[src/rtl/missile_unit.sv]
// Player projectile engine: spawns, moves and retires missiles once per frame,
// drives the boss hit strobe and the per-pixel missile flag.
module missile_unit #(
  parameter int unsigned NUM_MISSILES  = 4,
  parameter logic [9:0]  MISSILE_STEP  = 10'd6,
  parameter logic [9:0]  Y_TOP         = 10'd8,
  parameter logic [9:0]  SPAWN_OFS     = 10'd20,
  parameter logic [9:0]  HIT_HALF_W    = 10'd48,
  parameter logic [9:0]  HIT_HALF_H    = 10'd40,
  parameter logic [3:0]  HIT_HOLD      = 4'd8,
  parameter logic [3:0]  FIRE_COOLDOWN = 4'd10
) (
  input  logic       Clk,
  input  logic       Reset_n,
  input  logic       frame_clk,
  input  logic       fire,
  input  logic       is_boss_dead,
  input  logic [9:0] ship_x_pos,
  input  logic [9:0] ship_y_pos,
  input  logic [9:0] boss_x_pos,
  input  logic [9:0] boss_y_pos,
  input  logic [9:0] DrawX,
  input  logic [9:0] DrawY,
  output logic       is_missile,
  output logic       is_hit,
  output logic [2:0] missile_count
);

  // 11-bit thresholds so parameter sums never wrap
  localparam logic [10:0] RetireY = {1'b0, Y_TOP} + {1'b0, MISSILE_STEP};
  localparam logic [10:0] ClampY  = {1'b0, Y_TOP} + {1'b0, SPAWN_OFS};

  logic                         r_frame_d, r_frame_tick, r_fire_d, r_fire_pend;
  logic [NUM_MISSILES-1:0]      r_active;
  logic [NUM_MISSILES-1:0][9:0] r_x, r_y;
  logic [3:0]                   r_hold, r_cool;

  logic [NUM_MISSILES-1:0]      w_active_d;
  logic [NUM_MISSILES-1:0][9:0] w_x_d, w_y_d;
  logic [3:0]                   w_hold_d, w_cool_d;
  logic                         w_hit_d, w_fire_pend_d, w_any_hit, w_spawned;
  logic [9:0]                   w_spawn_y;
  logic [2:0]                   w_count_d;

  function automatic logic [9:0] abs_diff(input logic [9:0] a, input logic [9:0] b);
    return (a >= b) ? a - b : b - a;
  endfunction

  // A fire edge coinciding with the frame tick is kept for the following frame
  assign w_fire_pend_d = (fire & ~r_fire_d) | (r_fire_pend & ~r_frame_tick);
  assign w_spawn_y     = ({1'b0, ship_y_pos} < ClampY) ? Y_TOP : ship_y_pos - SPAWN_OFS;

  always_comb begin
    w_active_d = r_active;
    w_x_d      = r_x;
    w_y_d      = r_y;
    w_hold_d   = r_hold;
    w_cool_d   = r_cool;
    w_hit_d    = is_hit;
    w_any_hit  = 1'b0;
    w_spawned  = 1'b0;
    if (r_frame_tick) begin
      for (int unsigned i = 0; i < NUM_MISSILES; i++) begin
        if (r_active[i]) begin
          if ({1'b0, r_y[i]} < RetireY) w_active_d[i] = 1'b0;
          else                          w_y_d[i]      = r_y[i] - MISSILE_STEP;
        end
      end
      if (!is_boss_dead) begin
        for (int unsigned i = 0; i < NUM_MISSILES; i++) begin
          if (w_active_d[i] && abs_diff(r_x[i], boss_x_pos) <= HIT_HALF_W &&
              abs_diff(w_y_d[i], boss_y_pos) <= HIT_HALF_H) begin
            w_active_d[i] = 1'b0;
            w_any_hit     = 1'b1;
          end
        end
      end
      // A hit during a running hold is absorbed; the hold keeps counting down
      if (w_any_hit && r_hold == 4'd0) begin
        w_hit_d  = 1'b1;
        w_hold_d = HIT_HOLD;
      end else if (r_hold != 4'd0) begin
        w_hold_d = r_hold - 4'd1;
        w_hit_d  = (r_hold != 4'd1);
      end
      if (r_fire_pend && r_cool == 4'd0 && !is_boss_dead) begin
        for (int unsigned i = 0; i < NUM_MISSILES; i++) begin
          if (!r_active[i] && !w_spawned) begin
            w_spawned     = 1'b1;
            w_active_d[i] = 1'b1;
            w_x_d[i]      = ship_x_pos;
            w_y_d[i]      = w_spawn_y;
          end
        end
      end
      if (w_spawned)              w_cool_d = FIRE_COOLDOWN;
      else if (r_cool != 4'd0)    w_cool_d = r_cool - 4'd1;
    end
  end

  always_comb begin
    w_count_d = 3'd0;
    for (int unsigned i = 0; i < NUM_MISSILES; i++) begin
      w_count_d = w_count_d + 3'(w_active_d[i]);
    end
  end

  always_ff @(posedge Clk or negedge Reset_n) begin
    if (!Reset_n) begin
      r_frame_d     <= 1'b0;
      r_frame_tick  <= 1'b0;
      r_fire_d      <= 1'b0;
      r_fire_pend   <= 1'b0;
      r_active      <= '0;
      r_x           <= '0;
      r_y           <= '0;
      r_hold        <= 4'd0;
      r_cool        <= 4'd0;
      is_hit        <= 1'b0;
      missile_count <= 3'd0;
    end else begin
      r_frame_d     <= frame_clk;
      r_frame_tick  <= frame_clk & ~r_frame_d;
      r_fire_d      <= fire;
      r_fire_pend   <= w_fire_pend_d;
      r_active      <= w_active_d;
      r_x           <= w_x_d;
      r_y           <= w_y_d;
      r_hold        <= w_hold_d;
      r_cool        <= w_cool_d;
      is_hit        <= w_hit_d;
      missile_count <= w_count_d;
    end
  end

  // 3x9 pixel sprite centred on each active missile
  always_comb begin
    is_missile = 1'b0;
    for (int unsigned i = 0; i < NUM_MISSILES; i++) begin
      if (r_active[i] && abs_diff(DrawX, r_x[i]) <= 10'd1 && abs_diff(DrawY, r_y[i]) <= 10'd4) begin
        is_missile = 1'b1;
      end
    end
  end

endmodule

[config.mk]
export PLATFORM = sky130hd
export DESIGN_NAME = missile_unit
export DESIGN_NICKNAME = d
export VERILOG_FILES = /design/src/rtl/missile_unit.sv
export SDC_FILE = /design/constraint.sdc
export NUM_CORES = 1
export LEC_CHECK = 0
export BUFFER_PORTS_ARGS = -buffer_cell sky130_fd_sc_hd__clkbuf_2
export CAP_MARGIN = 10
export CORE_MARGIN = 1
export CORE_UTILIZATION = 45
export DETAILED_ROUTE_END_ITERATION = 6
export HOLD_SLACK_MARGIN = 0.12
export PLACE_DENSITY = 0.61
export SYNTH_ARGS = -nofsm -noshare
export SYNTH_HDL_FRONTEND = slang
export SYNTH_SLANG_ARGS = --single-unit
[constraint.sdc]
create_clock -name Clk -period 8.85 [get_ports Clk]
set_clock_uncertainty 0.2 [all_clocks]
set_input_delay 1.77 -clock Clk [delete_from_list [all_inputs] [get_ports Clk]]
set_output_delay 1.77 -clock Clk [all_outputs]
set_load 0.03 [all_outputs]
==> results of run 1 <==
cell type report:
cell class | instances | area (um2)
Tap cell | 518 | 648
Clock buffer | 9 | 225
Fill cell | 3889 | 19900
Multi-Input combinational cell | 1858 | 14300
Timing Repair Buffer | 82 | 445
Inverter | 226 | 848
Clock inverter | 7 | 92.6
Sequential cell | 100 | 2500
power groups by stage:
stage               Combinational, W  Clock [W]  Sequential [W]
floorplan                    0.00297          0        0.000666
global placement             0.00386          0        0.000733
detailed placement           0.00389          0        0.000733
CTS                          0.00391   0.000438        0.000726
global route                 0.00435   0.000457        0.000741
finish                       0.00397   0.000434        0.000734
logic make-up (layout without fill, tap and decap cells):
kind of cell             Yosys count  after routing  share of synthesized area
XOR/XNOR                         115            115                     0.0561
multiplexers                     145            145                     0.0857
flip-flops                       100            100                      0.139
adder cells (fa/ha/maj)          323            323                      0.229
buffers and inverters            293            324                     0.0641
AND/OR/NAND/NOR                  542            542                      0.148
AO/OA/AOI/OAI                    733            733                      0.278
metal layers:
layer  part of all wire  wire length, um  GRT usage  up-vias
li1                   -                -          -     8238
met1               0.41            26500      0.377     8338
met4              0.046             2970      0.133        0
met2               0.50            31800      0.560      587
met3              0.045             2910     0.0306      122
met5                  0                0          0        -
synth_stat cells, types with 46 or more instances:
library cell and instances:
a21o_1 60, a21oi_1 188, clkbuf_1 49, dfrtp_1 100, ha_1 314, inv_1 225
mux2_2 59, mux2i_1 83, nand2_1 159, nor2_1 120, o211ai_1 46, o21ai_0 141
xnor2_1 84
worst min path at each step:
stage	from	cells past startpoint	slack [ns]	endpoint
floorplan	r_frame_d	1	0.18	r_frame_tick
finish	r_frame_d	1	0.19	r_frame_tick
global route	r_frame_d	1	0.20	r_frame_tick
global placement	r_frame_d	1	0.18	r_frame_tick
detailed placement	r_frame_d	1	0.18	r_frame_tick
CTS	r_frame_d	1	0.19	r_frame_tick
sequential cells by signal, summed over array words and instances (netlist names):
register	cells
r_y	40
is_hit	1
r_fire_pend	1
r_cool	4
r_active	4
r_frame_d	1
r_frame_tick	1
r_x	40
missile_count	3
r_fire_d	1
r_hold	4
per-stage QoR:
step / utilization / total power (W)
after floorplan: - / 0.00363
after global routing: 0.489 / 0.00555
final: 0.489 / 0.00514
after global placement: 0.481 / 0.00460
after CTS: 0.489 / 0.00508
after detailed placement: 0.481 / 0.00462
worst max-delay path: cells and delay by family:
| kind | cells | cell delay, ns |
|---|---|---|
| AOI/OAI and AO/OA | 5 | 1.10 |
| xor gates and xnor gates | 1 | 0.17 |
| adders and majority gates | 2 | 0.56 |
| buffers and inverters | 4 | 0.56 |
| and+or+nand+nor | 5 | 1.86 |
cell usage in the layout (no fill, tap or decap), types with 46 or more instances in the layout:
cell type,Yosys,layout
clkbuf_2,1,68
dfrtp_1,100,99
o21ai_0,141,141
nor2_1,120,120
mux2i_1,83,83
a21oi_1,188,188
inv_1,225,225
o211ai_1,46,46
ha_1,314,314
xnor2_1,84,84
nand2_1,159,159
a21o_1,60,60
mux2_2,59,59
==> impl_metrics.csv, run 1 <==
group,metric,value,unit
synthesis,synth_area,18000,um2
sta,setup_viol,0,
sta,finalHoldWorstSlack,0.190,ns
floorplan,die_w,202,um
pwr,power_density,269,nW/um2
detailed_routing,detail_route.first_pass.iterations,5,
detailed_routing,drcViolationCount,0,
sta,fin_ws,0.833,ns
detailed_routing,wl_per_cell,22.9,um
sta,rsz0062_at_grt,"no",
critical_path,criticalPathCategory,"input port to output pin",
floorplan,io_pins,70,
synthesis,yosysTopAreaCellShare,0.219,
place,dp_slack,0.866,ns
synthesis,ys.flop_type,"dfrtp_1",
critical_path,reg2regPathDepth,21,
outcome,status,"completed",
pwr,p_clk_frac,0.084,
cells_and_area,area_growth,6.23,%
critical_path,critPathMaxStageDelay,0.61,ns
place,gp_congestion,0.988,
pwr,power_frac_comb,0.773,
clocking,cts_hold_buffers,0,
pwr,p_sw_frac,0.541,
sta,final.min_clock_period,8.02,ns
critical_path,r2r_start,"r_y[14]",
clocking,clk_latency,0.37,ns
clocking,cts.sinks,100,
cells_and_area,drive_gt1_frac,0.0947,
global_route,grt_pass1_wl,98600,um
job,maxCapViolCount,0,
critical_path,timing.rr.end,"missile_count[1]",
sta,hold_violations,0,
clocking,postCtsSetupBuffers,0,
detailed_routing,drt.antenna.violating_nets,0,
sta,tightestPinTransition,1.14,ns
global_route,grt_usage,0.312,
synthesis,synth.yosys.seq_area_share,0.139,
synthesis,ys_seq_elements,100,
sta,fin_crit_sh,0.906,
detailed_routing,dr.first_iter.drc_count,1272,
sta,slew_headroom,0.236,
clocking,cts_resized,0,
clocking,numCtsBuffers,9,
critical_path,endpoint,"is_missile",
place,hpwl,53600,um
cells_and_area,final_nets,2665,
global_route,grt_max_degree,72,
sta,maxSlewViolCount,0,
pwr,leakagePower,9.00,nW
place,io_buffers,69,
worst_hold_path,hp-class,"register to register",
floorplan,die_area,40700,um2
critical_path,crit_start,"DrawX[0]",
clocking,cts_tree,"yes",
detailed_routing,vias_per_cell,6.17,
critical_path,setup.worst_path.start_class,"input port",
clocking,path_clk_slew,0.08,ns
synthesis,synth_area_leaders,"ha_1 22%, dfrtp_1 14%, a21oi_1 5.2%",
floorplan,die_y,202,um
pwr,p_int,0.00236,W
critical_path,rrSetupSlack,1.35,ns
critical_path,end_kind,"output pin",
floorplan,initial_core_util,0.461,
synthesis,netlist_instances,2251,
clocking,clock_path_buffers,2,
sta,max_freq,0.125,GHz
detailed_routing,wl,64200,um
pwr,switchingPower,0.00278,W
synthesis,synth_edf_count,0,
critical_path,worstPathCellList,"clkbuf_2 > inv_1 > ha_1 > inv_1 > fa_1 > a21oi_1 > o2111ai_1 > a221oi_2 > or2_1 > a31oi_1 > xor2_1 > nor4_1 > nand4_1 > or4_1 > nor4_1 > a311o_1 > clkbuf_2",
clocking,htreeDepth,3,
cells_and_area,fin_area,19100,um2
cells_and_area,fin_cells,2800,
synthesis,postSynthAreaPerCell,7.98,um2
synthesis,ys_warn_count,0,
cells_and_area,antennaDiodeCount,0,
synthesis,netlist-cell-type-count,101,
synthesis,synth_nets,2639,
floorplan,core,39000,um2
pwr,seqPwrFrac,0.143,
critical_path,cp.required,6.88,ns
global_route,grt-ovfl-total,0,
clocking,clockRootBuffer,"clkbuf_16",
global_route,grt_pass1_vias,17000,
place,place_inst,2784,
pwr,ir_worst_vdd,0.130,mV
detailed_routing,via_count,17300,
place,placed_area,18800,um2
critical_path,cp_max_fo,12,
critical_path,crit_arrival,6.05,ns
critical_path,crit_slowest_cell,"or4_1",
synthesis,async_flop_share,1.00,
global_route,antenna_found_initial,2,
floorplan,floorplan.rows,72,
sta,fin_setup_tns,0,ns
synthesis,synth_top_area_cell,"ha_1",
Power figures use the tool's default switching activity.
==> inputs of run 2 (changes only) <==
==> constraint.sdc (replaced) <==
create_clock -name Clk -period 8.85 [get_ports Clk]
set_clock_uncertainty 0.2 [all_clocks]
set_input_delay 0 -clock Clk [delete_from_list [all_inputs] [get_ports Clk]]
set_output_delay 0 -clock Clk [all_outputs]
set_load 0.03 [all_outputs]
==> run 2 against run 1 <==
  * Sequential cell count is the same
  * Non-clock buffer count rose by 23
  * Wire length increased by 1.7%
  * Critical endpoint is now missile_count[1]
  * Critical path depth up 4
  * Total power decreased by 0.60%
  * Fmax grew 18%
  * Cell area up 1.1%
  * Sequential power decreased by 3%
  * Die area unchanged
==> impl_metrics.csv, run 2 (synthesis results as in run 1) <==
group,metric,value,unit
floorplan,initial_core_util,0.461,
critical_path,setup.worst_path.start_class,"register",
sta,setup_viol,0,
detailed_routing,drt.antenna.violating_nets,0,
global_route,antenna_found_initial,2,
clocking,clockRootBuffer,"clkbuf_16",
place,placed_area,18800,um2
global_route,grt_max_degree,79,
detailed_routing,dr.first_iter.drc_count,1482,
sta,max_freq,0.147,GHz
place,gp_congestion,0.973,
sta,fin_setup_tns,0,ns
cells_and_area,fin_area,19300,um2
cells_and_area,drive_gt1_frac,0.0933,
detailed_routing,detail_route.first_pass.iterations,6,
sta,final.min_clock_period,6.79,ns
sta,slew_headroom,0.145,
global_route,grt-ovfl-total,0,
critical_path,crit_arrival,6.85,ns
critical_path,rrSetupSlack,2.06,ns
cells_and_area,area_growth,7.41,%
cells_and_area,fin_cells,2823,
global_route,grt_pass1_wl,98600,um
floorplan,io_pins,70,
outcome,status,"completed",
critical_path,reg2regPathDepth,21,
global_route,grt_usage,0.317,
detailed_routing,drcViolationCount,0,
cells_and_area,antennaDiodeCount,0,
critical_path,timing.rr.end,"missile_count[1]",
clocking,clk_latency,0.37,ns
sta,hold_violations,0,
sta,maxSlewViolCount,0,
critical_path,worstPathCellList,"or3_1 > nor3_1 > o211ai_1 > and2_0 > and3_1 > xnor2_1 > ha_1 > inv_1 > o311ai_0 > o21bai_1 > a221o_1 > mux2_2 > o21ai_1 > a31oi_1 > xnor2_1 > nor4_4 > a21o_1 > a31oi_1 > fa_1 > ha_1 > ha_1",
detailed_routing,wl_per_cell,23.1,um
detailed_routing,via_count,17500,
clocking,cts.sinks,100,
detailed_routing,vias_per_cell,6.19,
critical_path,crit_slowest_cell,"a221o_1",
sta,rsz0062_at_grt,"no",
clocking,numCtsBuffers,9,
detailed_routing,wl,65300,um
floorplan,die_w,202,um
clocking,cts_tree,"yes",
clocking,clock_path_buffers,2,
cells_and_area,final_common_cell,"ha_1",
cells_and_area,fillCellCount,3830,
worst_hold_path,hp-class,"input port to register",
critical_path,r2r_start,"r_y[14]",
cells_and_area,final_nets,2688,
clocking,path_clk_slew,0.08,ns
floorplan,die_y,202,um
job,maxCapViolCount,0,
floorplan,core,39000,um2
cells_and_area,multi_input_comb_area,14300,um2
clocking,htreeDepth,3,
critical_path,end_kind,"register",
pwr,power_density,265,nW/um2
sta,tightestPinTransition,1.27,ns
critical_path,cp.required,8.91,ns
place,io_buffers,69,
cells_and_area,utilization,0.495,
floorplan,die_area,40700,um2
critical_path,criticalPathCategory,"register to register",
critical_path,endpoint,"missile_count[1]",
pwr,leakagePower,9.09,nW
place,place_inst,2782,
cells_and_area,seqCellArea,2500,um2
critical_path,critPathMaxStageDelay,0.55,ns
sta,fin_crit_sh,0.767,
critical_path,crit_start,"r_y[14]",
cells_and_area,layout_common_cells,"314 x ha_1, 225 x inv_1, 188 x a21oi_1, 159 x nand2_1, 141 x o21ai_0",
cells_and_area,top_regs,"r_x (40), r_y (40)",
critical_path,path_common_cell,"ha_1",
place,hpwl,54300,um
critical_path,cp_max_fo,13,
global_route,grt_pass1_vias,16900,
pwr,ir_worst_vdd,0.140,mV
floorplan,floorplan.rows,72,
-- run 2: cell count changes in the layout (fill, tap and decap cells not counted) --
cell / change
buf_4: -2
clkinvlp_4: +1
dlygate4sd3_1: +24
bufinv_16: -1
clkinv_2: +1
buf_12: +1
clkinv_8: -1
-- run 2: per-stage QoR --
step           worst slack (ns)  total power [W]  hold slack, ns
2_1_floorplan              3.14          0.00363          -0.496
3_3_place_gp               2.27          0.00461          -0.227
3_5_place_dp               2.17          0.00461          -0.231
4_1_cts                    2.11          0.00505           0.126
5_1_grt                    1.76          0.00552           0.161
6_report                   2.06          0.00511           0.148
-- run 2: layout make-up --
class / instances / area share
clock buffers: 9 / 0.0117
clock inverters: 7 / 0.00305
inverters: 226 / 0.0440
multi-input cells: 1858 / 0.742
flip-flops and latches: 100 / 0.130
well taps: 518 / 0.0336
repair buffers: 105 / 0.0358
-- run 2: how the worst min path moves through the flow --
stage	start	to	slack, ns	cells past startpoint
after floorplan	Reset_n	is_hit	-0.50	0
after global placement	Reset_n	r_y[8]	-0.23	1
after detailed placement	Reset_n	r_y[8]	-0.23	1
after CTS	ship_y_pos[5]	r_y[15]	0.13	6
after global routing	ship_y_pos[5]	r_y[35]	0.16	6
final	ship_y_pos[5]	r_y[15]	0.15	6
-- run 2: power by group --
group	leakage (nW)	switching, W	total, W	internal (W)
logic	7.69	0.00240	0.00399	0.00159
clock network	0.138	0.000211	0.000407	0.000196
registers	1.26	0.000159	0.000715	0.000555
-- run 2: critical path: cells and delay by family, from the launching register on --
kind / cells / cell delay, ns
mux: 1 / 0.43
fa+ha+maj: 4 / 1.31
flops: 1 / 0.46
buf+inv: 1 / 0.13
compound gates: 8 / 1.97
simple gates: 5 / 1.60
xor+xnor: 2 / 0.57
-- run 2: what timing repair did --
item                      4_1_cts  5_1_grt
hold buffers                   25        0
resized for setup               0        0
buffers inserted                0        0
hold endpoints to repair      109        0
-- run 2: layer usage --
layer	global-route usage	vias to the layer above	part of all wire
met4	0.186	2	0.063
met5	0	-	0.00020
li1	-	8297	-
met1	0.377	8378	0.41
met3	0.0377	165	0.049
met2	0.547	627	0.48
